## config.mk

```make
export PLATFORM = sky130hd
export DESIGN_NAME = memory_access_cycle
export DESIGN_NICKNAME = d
export VERILOG_FILES = /design/src/rtl/memory_access_cycle.sv
export SDC_FILE = /design/constraint.sdc
export NUM_CORES = 1
export LEC_CHECK = 0
export ABC_AREA = 1
export ABC_CLOCK_PERIOD_IN_PS = 7480
export BUFFER_PORTS_ARGS = -buffer_cell sky130_fd_sc_hd__buf_2
export CELL_PAD_IN_SITES_DETAIL_PLACEMENT = 0
export CELL_PAD_IN_SITES_GLOBAL_PLACEMENT = 2
export CORE_UTILIZATION = 25
export DETAILED_ROUTE_END_ITERATION = 8
export PLACE_DENSITY_LB_ADDON = 0.05
export SLEW_MARGIN = 20
export SYNTH_ARGS = -nofsm -noshare
export SYNTH_HDL_FRONTEND = slang
export SYNTH_SLANG_ARGS = --single-unit
export TNS_END_PERCENT = 50
```

## constraint.sdc

```tcl
create_clock -name clk -period 7.48 [get_ports clk]
set_clock_uncertainty 0.05 [all_clocks]
set_input_delay 0.748 -clock clk [delete_from_list [all_inputs] [get_ports clk]]
set_output_delay 0.748 -clock clk [all_outputs]
set_load 0.05 [all_outputs]
```

## src/rtl/memory_access_cycle.sv

```systemverilog
// MEM pipeline stage: runs loads/stores over a req/ack data bus, holds the M-W buffer,
// stalls upstream while a transfer is outstanding and aborts transfers that exceed TIMEOUT.
module memory_access_cycle #(
    parameter int          TIMEOUT  = 16,
    parameter logic [31:0] NOP_INSN = 32'h68000000
) (
    input  logic        clk,
    input  logic        rst,
    input  logic [31:0] pc_M,
    input  logic [31:0] alu_result_M,
    input  logic [31:0] rd2_M,
    input  logic [31:0] instruction_M,
    input  logic        isLd_M,
    input  logic        isSt_M,
    input  logic        isWb_M,
    input  logic        isCall_M,
    input  logic [3:0]  RD_M,
    input  logic [3:0]  ra_M,
    input  logic [31:0] mem_rdata,
    input  logic        mem_ack,
    output logic        mem_req,
    output logic        mem_we,
    output logic [31:0] mem_addr,
    output logic [31:0] mem_wdata,
    output logic        stall_M,
    output logic [31:0] data_M_fwd,
    output logic [31:0] memory_data_out,
    output logic        mem_err,
    output logic [31:0] pc_W,
    output logic [31:0] alu_result_W,
    output logic [31:0] ld_result_W,
    output logic [31:0] instruction_W,
    output logic        isLd_W,
    output logic        isWb_W,
    output logic        isCall_W,
    output logic [3:0]  RD_W,
    output logic [3:0]  ra_W
);

    typedef enum logic {S_IDLE, S_WAIT} state_t;

    typedef struct packed {
        logic [31:0] pc;
        logic [31:0] alu;
        logic [31:0] ld;
        logic [31:0] insn;
        logic        isLd;
        logic        isWb;
        logic        isCall;
        logic [3:0]  rd;
        logic [3:0]  ra;
    } wbuf_t;

    localparam logic [7:0] TMO = 8'(TIMEOUT);

    function automatic wbuf_t bubble();
        wbuf_t b;
        b      = '0;
        b.insn = NOP_INSN;
        return b;
    endfunction

    function automatic logic [7:0] sat_inc(input logic [7:0] v);
        return (v == 8'hFF) ? v : v + 8'd1;
    endfunction

    state_t      state_q, state_d;
    logic [7:0]  cnt_q, cnt_d;
    logic        err_q, err_d;
    wbuf_t       w_q, w_d;
    wbuf_t       hold_q, hold_d;
    logic [31:0] hold_wdata_q, hold_wdata_d;
    wbuf_t       m_ins;
    logic        is_mem;

    // A simultaneous ld+st is a store, so the effective load flag excludes stores.
    assign m_ins = '{pc: pc_M, alu: alu_result_M, ld: 32'd0, insn: instruction_M,
                     isLd: isLd_M & ~isSt_M, isWb: isWb_M, isCall: isCall_M,
                     rd: RD_M, ra: ra_M};
    assign is_mem = isLd_M | isSt_M;

    always_comb begin
        state_d      = state_q;
        cnt_d        = cnt_q;
        err_d        = err_q;
        hold_d       = hold_q;
        hold_wdata_d = hold_wdata_q;
        w_d          = bubble();
        mem_req      = 1'b0;
        mem_we       = 1'b0;
        mem_addr     = 32'd0;
        mem_wdata    = 32'd0;
        stall_M      = 1'b0;
        case (state_q)
            S_IDLE: begin
                if (is_mem) begin
                    mem_req   = 1'b1;
                    mem_we    = isSt_M;
                    mem_addr  = alu_result_M;
                    mem_wdata = rd2_M;
                    if (mem_ack) begin
                        w_d    = m_ins;
                        w_d.ld = m_ins.isLd ? mem_rdata : 32'd0;
                    end else begin
                        stall_M      = 1'b1;
                        hold_d       = m_ins;
                        hold_wdata_d = rd2_M;
                        state_d      = S_WAIT;
                        cnt_d        = 8'd1;
                    end
                end else begin
                    w_d = m_ins;
                end
            end
            S_WAIT: begin
                // Transfer is driven entirely from the hold registers; M is frozen.
                mem_req   = 1'b1;
                mem_we    = ~hold_q.isLd;
                mem_addr  = hold_q.alu;
                mem_wdata = hold_wdata_q;
                if (mem_ack) begin
                    w_d     = hold_q;
                    w_d.ld  = hold_q.isLd ? mem_rdata : 32'd0;
                    state_d = S_IDLE;
                    cnt_d   = 8'd0;
                end else if (cnt_q < TMO) begin
                    stall_M = 1'b1;
                    cnt_d   = sat_inc(cnt_q);
                end else begin
                    err_d   = 1'b1;
                    w_d     = hold_q;
                    w_d.ld  = 32'd0;
                    if (hold_q.isLd) w_d.isWb = 1'b0;
                    state_d = S_IDLE;
                    cnt_d   = 8'd0;
                end
            end
            default: state_d = S_IDLE;
        endcase
    end

    always_ff @(posedge clk) begin
        if (!rst) begin
            state_q <= S_IDLE;
            cnt_q   <= 8'd0;
            err_q   <= 1'b0;
            w_q     <= bubble();
        end else begin
            state_q <= state_d;
            cnt_q   <= cnt_d;
            err_q   <= err_d;
            w_q     <= w_d;
        end
    end

    always_ff @(posedge clk) begin
        hold_q       <= hold_d;
        hold_wdata_q <= hold_wdata_d;
    end

    assign data_M_fwd      = alu_result_M;
    assign memory_data_out = w_q.ld;
    assign mem_err         = err_q;
    assign pc_W            = w_q.pc;
    assign alu_result_W    = w_q.alu;
    assign ld_result_W     = w_q.ld;
    assign instruction_W   = w_q.insn;
    assign isLd_W          = w_q.isLd;
    assign isWb_W          = w_q.isWb;
    assign isCall_W        = w_q.isCall;
    assign RD_W            = w_q.rd;
    assign ra_W            = w_q.ra;

endmodule
```

==> Word-level counts from Yosys, hierarchy flattened <==
Cells that the tools add are included.
Widths: inputs -> output; s select.
{ "classes": {"add_sub_neg": 1, "order_cmp": 1, "n_eq_ne": 4, "n_mux": 27, "bitwise_logic": 7, "n_reduce_logical": 3} }
{ "op_table": {"columns": ["cell", "n"], "rows": [
  ["$mux 139", 4],
  ["$pmux 139 s2", 1],
  ["$mux 32", 4],
  ["$pmux 32 s2", 2],
  ["$mux 8", 5],
  ["$pmux 8 s2", 1],
  ["$reduce_and 3->1", 3],
  ["$add 8x1->8 const B", 1],
  ["$eq 8x8->1 const B", 1],
  ["$lt 8x5->1 const B", 1],
  ["$mux 1", 7],
  ["$pmux 1 s2", 3],
  ["$not 1->1", 5],
  ["$ne 2x2->1 const B", 2],
  ["$ne 4x4->1 const B", 1],
  ["$and 1x1->1", 1],
  ["$or 1x1->1", 1]
]} }
{ "word_totals": {"regBits": 288, "input_bits": 175, "output_inout_bits": 271} }

==> Longest topological paths before layout <==
{ "depth": {"depth_word": 6, "mapped_depth": 7, "depth_no_buf": 6} }

==> Least setup slack after synthesis <==
No wires, ideal clock.
{ "synth_path": {"path_kind": "input -> register", "start": "input mem_ack", "end": "register hold_q[0] (netlist name), enable pin", "setup_ns": 0.640, "arrival_time_ns": 6.903, "required_time_ns": 6.790, "slack_ns": -0.113, "path_stages": 4, "path_buffers": 1, "path_cell_list": "inv_2 > o21ai_4 > clkbuf_1 > nor2_1"} }
{ "synth_via": {"elab_chain_cells": 2} }
{ "synth_rtl": {"columns": ["element", "line", "text"], "rows": [
  ["start, declared", "20", "input logic mem_ack,"],
  ["$not 1->1 (no source line)", null, null],
  ["$reduce_and 3->1 (no source line)", null, null],
  ["end signal, assigned", "157", "hold_q <= hold_d;"],
  ["end, declared", "71", "wbuf_t hold_q, hold_d;"]
]} }
No other way between the ends.
A chain may end at the register's enable or synchronous reset.

==> Worst setup path after layout <==
{ "layout_path": {"start": "register state_q", "end": "output mem_wdata[27]"} }
{ "layout_via": {"elab_chain_cells": 2} }
{ "layout_rtl": {"columns": ["element", "line", "text"], "rows": [
  ["start, declared", "67", "state_t state_q, state_d;"],
  ["start signal, assigned", "149", "state_q <= state_d;"],
  ["$not 1->1 (no source line)", null, null],
  ["$pmux 32 s2 (*)", "94", "case (state_q)"],
  ["end, declared", "24", "output logic [31:0] mem_wdata,"]
]} }
Mark *: on every way between the ends. The rest lies on a longest branch, timed or not.

==> flow_summary.html <==
<table>
<tr><th>Metric</th><th>Value</th></tr>
<tr><th colspan="2">Global routing</th></tr>
<tr><td>Global route total overflow</td><td>0</td></tr>
<tr><td>Initial antenna violation count</td><td>8</td></tr>
<tr><td>Largest net degree at the start of global routing</td><td>119</td></tr>
<tr><td>Global-route wire length before repair</td><td>56.8 mm</td></tr>
<tr><td>Vias in the first global route</td><td>8704</td></tr>
<tr><td>Total global-route track usage</td><td>17.0%</td></tr>
<tr><th colspan="2">Worst setup path</th></tr>
<tr><td>RR Startpoint</td><td>state_q</td></tr>
<tr><td>Category of cells accounting for the largest share of critical-path delay</td><td>buffers and inverters</td></tr>
<tr><td>Biggest fanout along the worst timing path</td><td>109</td></tr>
<tr><td>Arrival time reported for the critical path endpoint</td><td>3.19 ns</td></tr>
<tr><td>CP startpoint kind</td><td>flip-flop</td></tr>
<tr><td>Worst R2R End</td><td>instruction_W[17]</td></tr>
<tr><td>Setup crit end kind</td><td>output port</td></tr>
<tr><td>Number of buffers and inverters on the critical path</td><td>3</td></tr>
<tr><td>Slowest CP cell</td><td>sky130_fd_sc_hd__buf_4</td></tr>
<tr><td>Required time reported for the critical path endpoint</td><td>6.68 ns</td></tr>
<tr><td>Flop2flop setup slack</td><td>4.92 ns</td></tr>
<tr><td>CP Class</td><td>reg -&gt; out</td></tr>
<tr><td>Worst setup path startpoint</td><td>state_q</td></tr>
<tr><td>Cells traversed along the worst timing path</td><td>inv_6, buf_4, nand2_1, o21ai_0, buf_2</td></tr>
<tr><td>Slowest stage delay, CP</td><td>0.78 ns</td></tr>
<tr><td>Cell depth of the worst flop-to-flop path</td><td>4</td></tr>
<tr><th colspan="2">Logic synthesis</th></tr>
<tr><td>Cell area after synthesis</td><td>10900 um^2</td></tr>
<tr><td>Number of instances in the synthesized netlist</td><td>1077</td></tr>
<tr><td>Total nets after synthesis</td><td>1253</td></tr>
<tr><td>Sequential area share after synthesis</td><td>65.4%</td></tr>
<tr><td>Synthesis warning total</td><td>0</td></tr>
<tr><td>Avg Inst Size Synth</td><td>10.2 um^2</td></tr>
<tr><td>Netlist cell types</td><td>20</td></tr>
<tr><td>Seq cells post-synth</td><td>288</td></tr>
<tr><th colspan="2">Power and ir drop</th></tr>
<tr><td>Part of the total power dissipated in the clock network</td><td>40.6%</td></tr>
<tr><td>Net switching component of the power</td><td>1.31 mW</td></tr>
<tr><td>Switching share of power</td><td>30.8%</td></tr>
<tr><td>Relative contribution of combinational cells to total power</td><td>17.5%</td></tr>
<tr><td>Leakage</td><td>6.31 nW</td></tr>
<tr><td>Share of total power in sequential cells</td><td>41.9%</td></tr>
<tr><td>Int Power</td><td>2.95 mW</td></tr>
<tr><td>IR drop worst, VDD</td><td>0.155 mV</td></tr>
<tr><td>Power per standard cell area</td><td>296 nW/um^2</td></tr>
<tr><th colspan="2">Finish</th></tr>
<tr><td>Most frequent standard cell in the layout excluding fill and tap cells</td><td>sky130_fd_sc_hd__buf_2</td></tr>
<tr><td>Fin cells</td><td>2039</td></tr>
<tr><td>Share of cells above drive strength 1</td><td>36.0%</td></tr>
<tr><td>P&amp;R area growth vs syn</td><td>31.4%</td></tr>
<tr><td>Most used cells in the layout excluding fill and tap cells</td><td>445 x sky130_fd_sc_hd__buf_2, 214 x sky130_fd_sc_hd__nand3_1, 180 x sky130_fd_sc_hd__nand2_1, 148 x sky130_fd_sc_hd__dfxtp_1, 139 x sky130_fd_sc_hd__edfxtp_1</td></tr>
<tr><td>Finished layout cell area</td><td>14400 um^2</td></tr>
<tr><td>Count of nets after finishing</td><td>1600</td></tr>
<tr><td>Number of filler cells placed in the layout</td><td>4609</td></tr>
<tr><th colspan="2">Die</th></tr>
<tr><td>Chip Height</td><td>211 um</td></tr>
<tr><td>Placement Rows</td><td>76</td></tr>
<tr><td>Area of the die</td><td>44600 um^2</td></tr>
<tr><td>Initial Util</td><td>25.4%</td></tr>
<tr><td>Number of top-level design ports</td><td>446</td></tr>
<tr><td>Area of the core</td><td>43200 um^2</td></tr>
<tr><td>Die Width</td><td>211 um</td></tr>
<tr><th colspan="2">Run</th></tr>
<tr><td>Number of max-cap violations</td><td>0</td></tr>
<tr><th colspan="2">Clock tree</th></tr>
<tr><td>Max clock buf depth</td><td>3</td></tr>
<tr><td>Clock net sink count</td><td>288</td></tr>
<tr><td>CTS resizes</td><td>0</td></tr>
<tr><td>Hold bufs inserted after CTS</td><td>0</td></tr>
<tr><td>Clock-pin slew on the worst setup and hold paths</td><td>0.06 ns</td></tr>
<tr><td>H-Tree Level Count</td><td>2</td></tr>
<tr><td>Number of buffers added by the clock tree synthesis step</td><td>37</td></tr>
<tr><td>Clock tree from TritonCTS</td><td>yes</td></tr>
<tr><td>Post-CTS setup buffer count</td><td>0</td></tr>
<tr><td>CTS Root Cell</td><td>sky130_fd_sc_hd__clkbuf_16</td></tr>
<tr><td>Clock network latency to the later pin of the worst-skew pair</td><td>0.54 ns</td></tr>
<tr><th colspan="2">Route</th></tr>
<tr><td>Drt total wl</td><td>39.2 mm</td></tr>
<tr><td>Number of vias per cell</td><td>4.41</td></tr>
<tr><td>Detailed-route DRC error count</td><td>0</td></tr>
<tr><td>Average detailed-routed wire length per instance</td><td>19.2 um</td></tr>
<tr><td>Router iterations before antenna repair</td><td>5</td></tr>
<tr><td>Number of vias after detailed routing</td><td>8995</td></tr>
<tr><td>Number of antenna-violating nets in the routed design</td><td>0</td></tr>
<tr><td>DR iter-0 viols</td><td>484</td></tr>
<tr><th colspan="2">STA</th></tr>
<tr><td>Final critical delay including setup and external delays</td><td>3.99 ns</td></tr>
<tr><td>Worst slew margin relative to its limit</td><td>32.9%</td></tr>
<tr><td>Final count of pins violating max slew</td><td>0</td></tr>
<tr><td>Period Utilization, post-route</td><td>53.3%</td></tr>
<tr><td>Number of setup violations in the final report</td><td>0</td></tr>
<tr><td>Transition at the pin with the smallest max-transition slack</td><td>1.01 ns</td></tr>
<tr><td>Hold Violations, Final</td><td>0</td></tr>
<tr><td>Unrepaired setup endpoints after global routing</td><td>no</td></tr>
<tr><td>Maximum frequency from static timing analysis</td><td>0.251 GHz</td></tr>
<tr><td>Setup TNS after final layout</td><td>0 ns</td></tr>
<tr><th colspan="2">Min path</th></tr>
<tr><td>Depth of the worst hold-timing path</td><td>1</td></tr>
<tr><td>Start point of the worst min-delay path</td><td>instruction_M[26]</td></tr>
<tr><td>Worst Hold Class</td><td>in -&gt; reg</td></tr>
<tr><td>Worst hold path endpoint</td><td>hold_q[37]</td></tr>
<tr><th colspan="2">Placed design</th></tr>
<tr><td>HPWL reported at the end of detailed placement</td><td>24.9 mm</td></tr>
<tr><td>Count of port buffers added during placement</td><td>445</td></tr>
<tr><td>Placed cell area</td><td>13200 um^2</td></tr>
<tr><td>Final weighted congestion of routability-driven global placement</td><td>0.730</td></tr>
<tr><td>Number of placed instances with taps included</td><td>1970</td></tr>
<tr><th colspan="2">Outcome</th></tr>
<tr><td>Outcome</td><td>complete, no violations</td></tr>
</table>
-- area by class of cell --
| cell class | count | area, um^2 | share of cell area, % |
|---|---|---|---|
| diodes | 2 | 5.00 | 0.0348 |
| clock buffers | 51 | 1040 | 7.22 |
| clock inverters | 16 | 131 | 0.913 |
| inverters | 10 | 45.0 | 0.313 |
| multi-input cells | 630 | 2940 | 20.4 |
| flip-flops and latches | 288 | 7160 | 49.8 |
| well taps | 585 | 732 | 5.09 |
| repair buffers | 457 | 2340 | 16.3 |
-- synthesized netlist by cell type (all sizes together) --
cell / count / area share (%)
a21boi: 1 / 0.069
a21oi: 109 / 5.0
buf: 107 / 6.3
clkbuf: 42 / 1.4
dfxtp: 149 / 27
edfxtp: 139 / 38
ha: 1 / 0.11
inv: 10 / 0.34
nand2: 180 / 6.2
nand3: 215 / 9.8
nand4: 4 / 0.23
nor2: 48 / 1.7
nor3b: 2 / 0.14
o21ai: 70 / 3.3
-- metal layers --
| layer | vias up | routed length [um] | GRT usage, % |
|---|---|---|---|
| met5 | - | 69 | 0 |
| met4 | 10 | 803 | 5.40 |
| met3 | 61 | 2960 | 5.08 |
| met2 | 327 | 18700 | 27.5 |
| met1 | 4232 | 16600 | 21.8 |
| li1 | 4365 | - | - |
-- cell families (layout without fill, tap and decap cells) --
logic type / count (synthesis) / after routing / synth area share [%]
AOI/OAI and AO/OA: 180 / 180 / 8.35
adders and majority gates: 1 / 1 / 0.114
buffers and inverters: 159 / 534 / 8.10
DFF: 288 / 288 / 65.4
other: 0 / 2 / 0
and+or+nand+nor: 449 / 449 / 18.1
-- per-stage QoR --
step / hold slack [ns] / setup slack, ns / utilization (%) / power (mW)
global route: 0.311 / 3.17 / 33.3 / 4.44
floorplan: 0.376 / 2.24 / - / 2.35
detailed placement: 0.388 / 4.02 / 30.6 / 2.57
CTS: 0.299 / 3.41 / 33.3 / 4.33
global placement: 0.387 / 3.99 / 30.6 / 2.57
finish: 0.339 / 3.49 / 33.3 / 4.26
-- state kept, by name, summed over array words and instances (netlist names), 4 cells and up --
name,flops
RD_W,4
instruction_W,32
ra_W,4
ld_result_W,32
cnt_q,8
pc_W,32
hold_q,107
hold_wdata_q,32
alu_result_W,32
-- power by group through the flow --
stage                     sequential (mW)  combinational (mW)  clock [mW]
after floorplan                      1.96               0.387           0
after global placement               1.82               0.756           0
after detailed placement             1.82               0.755           0
after CTS                            1.79               0.757        1.79
after global routing                 1.79               0.792        1.85
final                                1.78               0.743        1.73
-- worst reg2reg max path, cell delays in order, from the launching register on --
cell and delay (ns):
sky130_fd_sc_hd__dfxtp_4 0.47, sky130_fd_sc_hd__inv_6 0.74, sky130_fd_sc_hd__buf_4 0.81, sky130_fd_sc_hd__nand3_1 0.21, sky130_fd_sc_hd__a21oi_1 0.20
-- worst max-delay path by stage --
stage | cells after the start | end
floorplan | 4 | hold_q[0]
global placement | 5 | mem_addr[28]
detailed placement | 5 | mem_wdata[27]
CTS | 5 | mem_wdata[27]
global route | 5 | mem_wdata[27]
finish | 5 | mem_wdata[27]
Power figures use the tool's default switching activity.
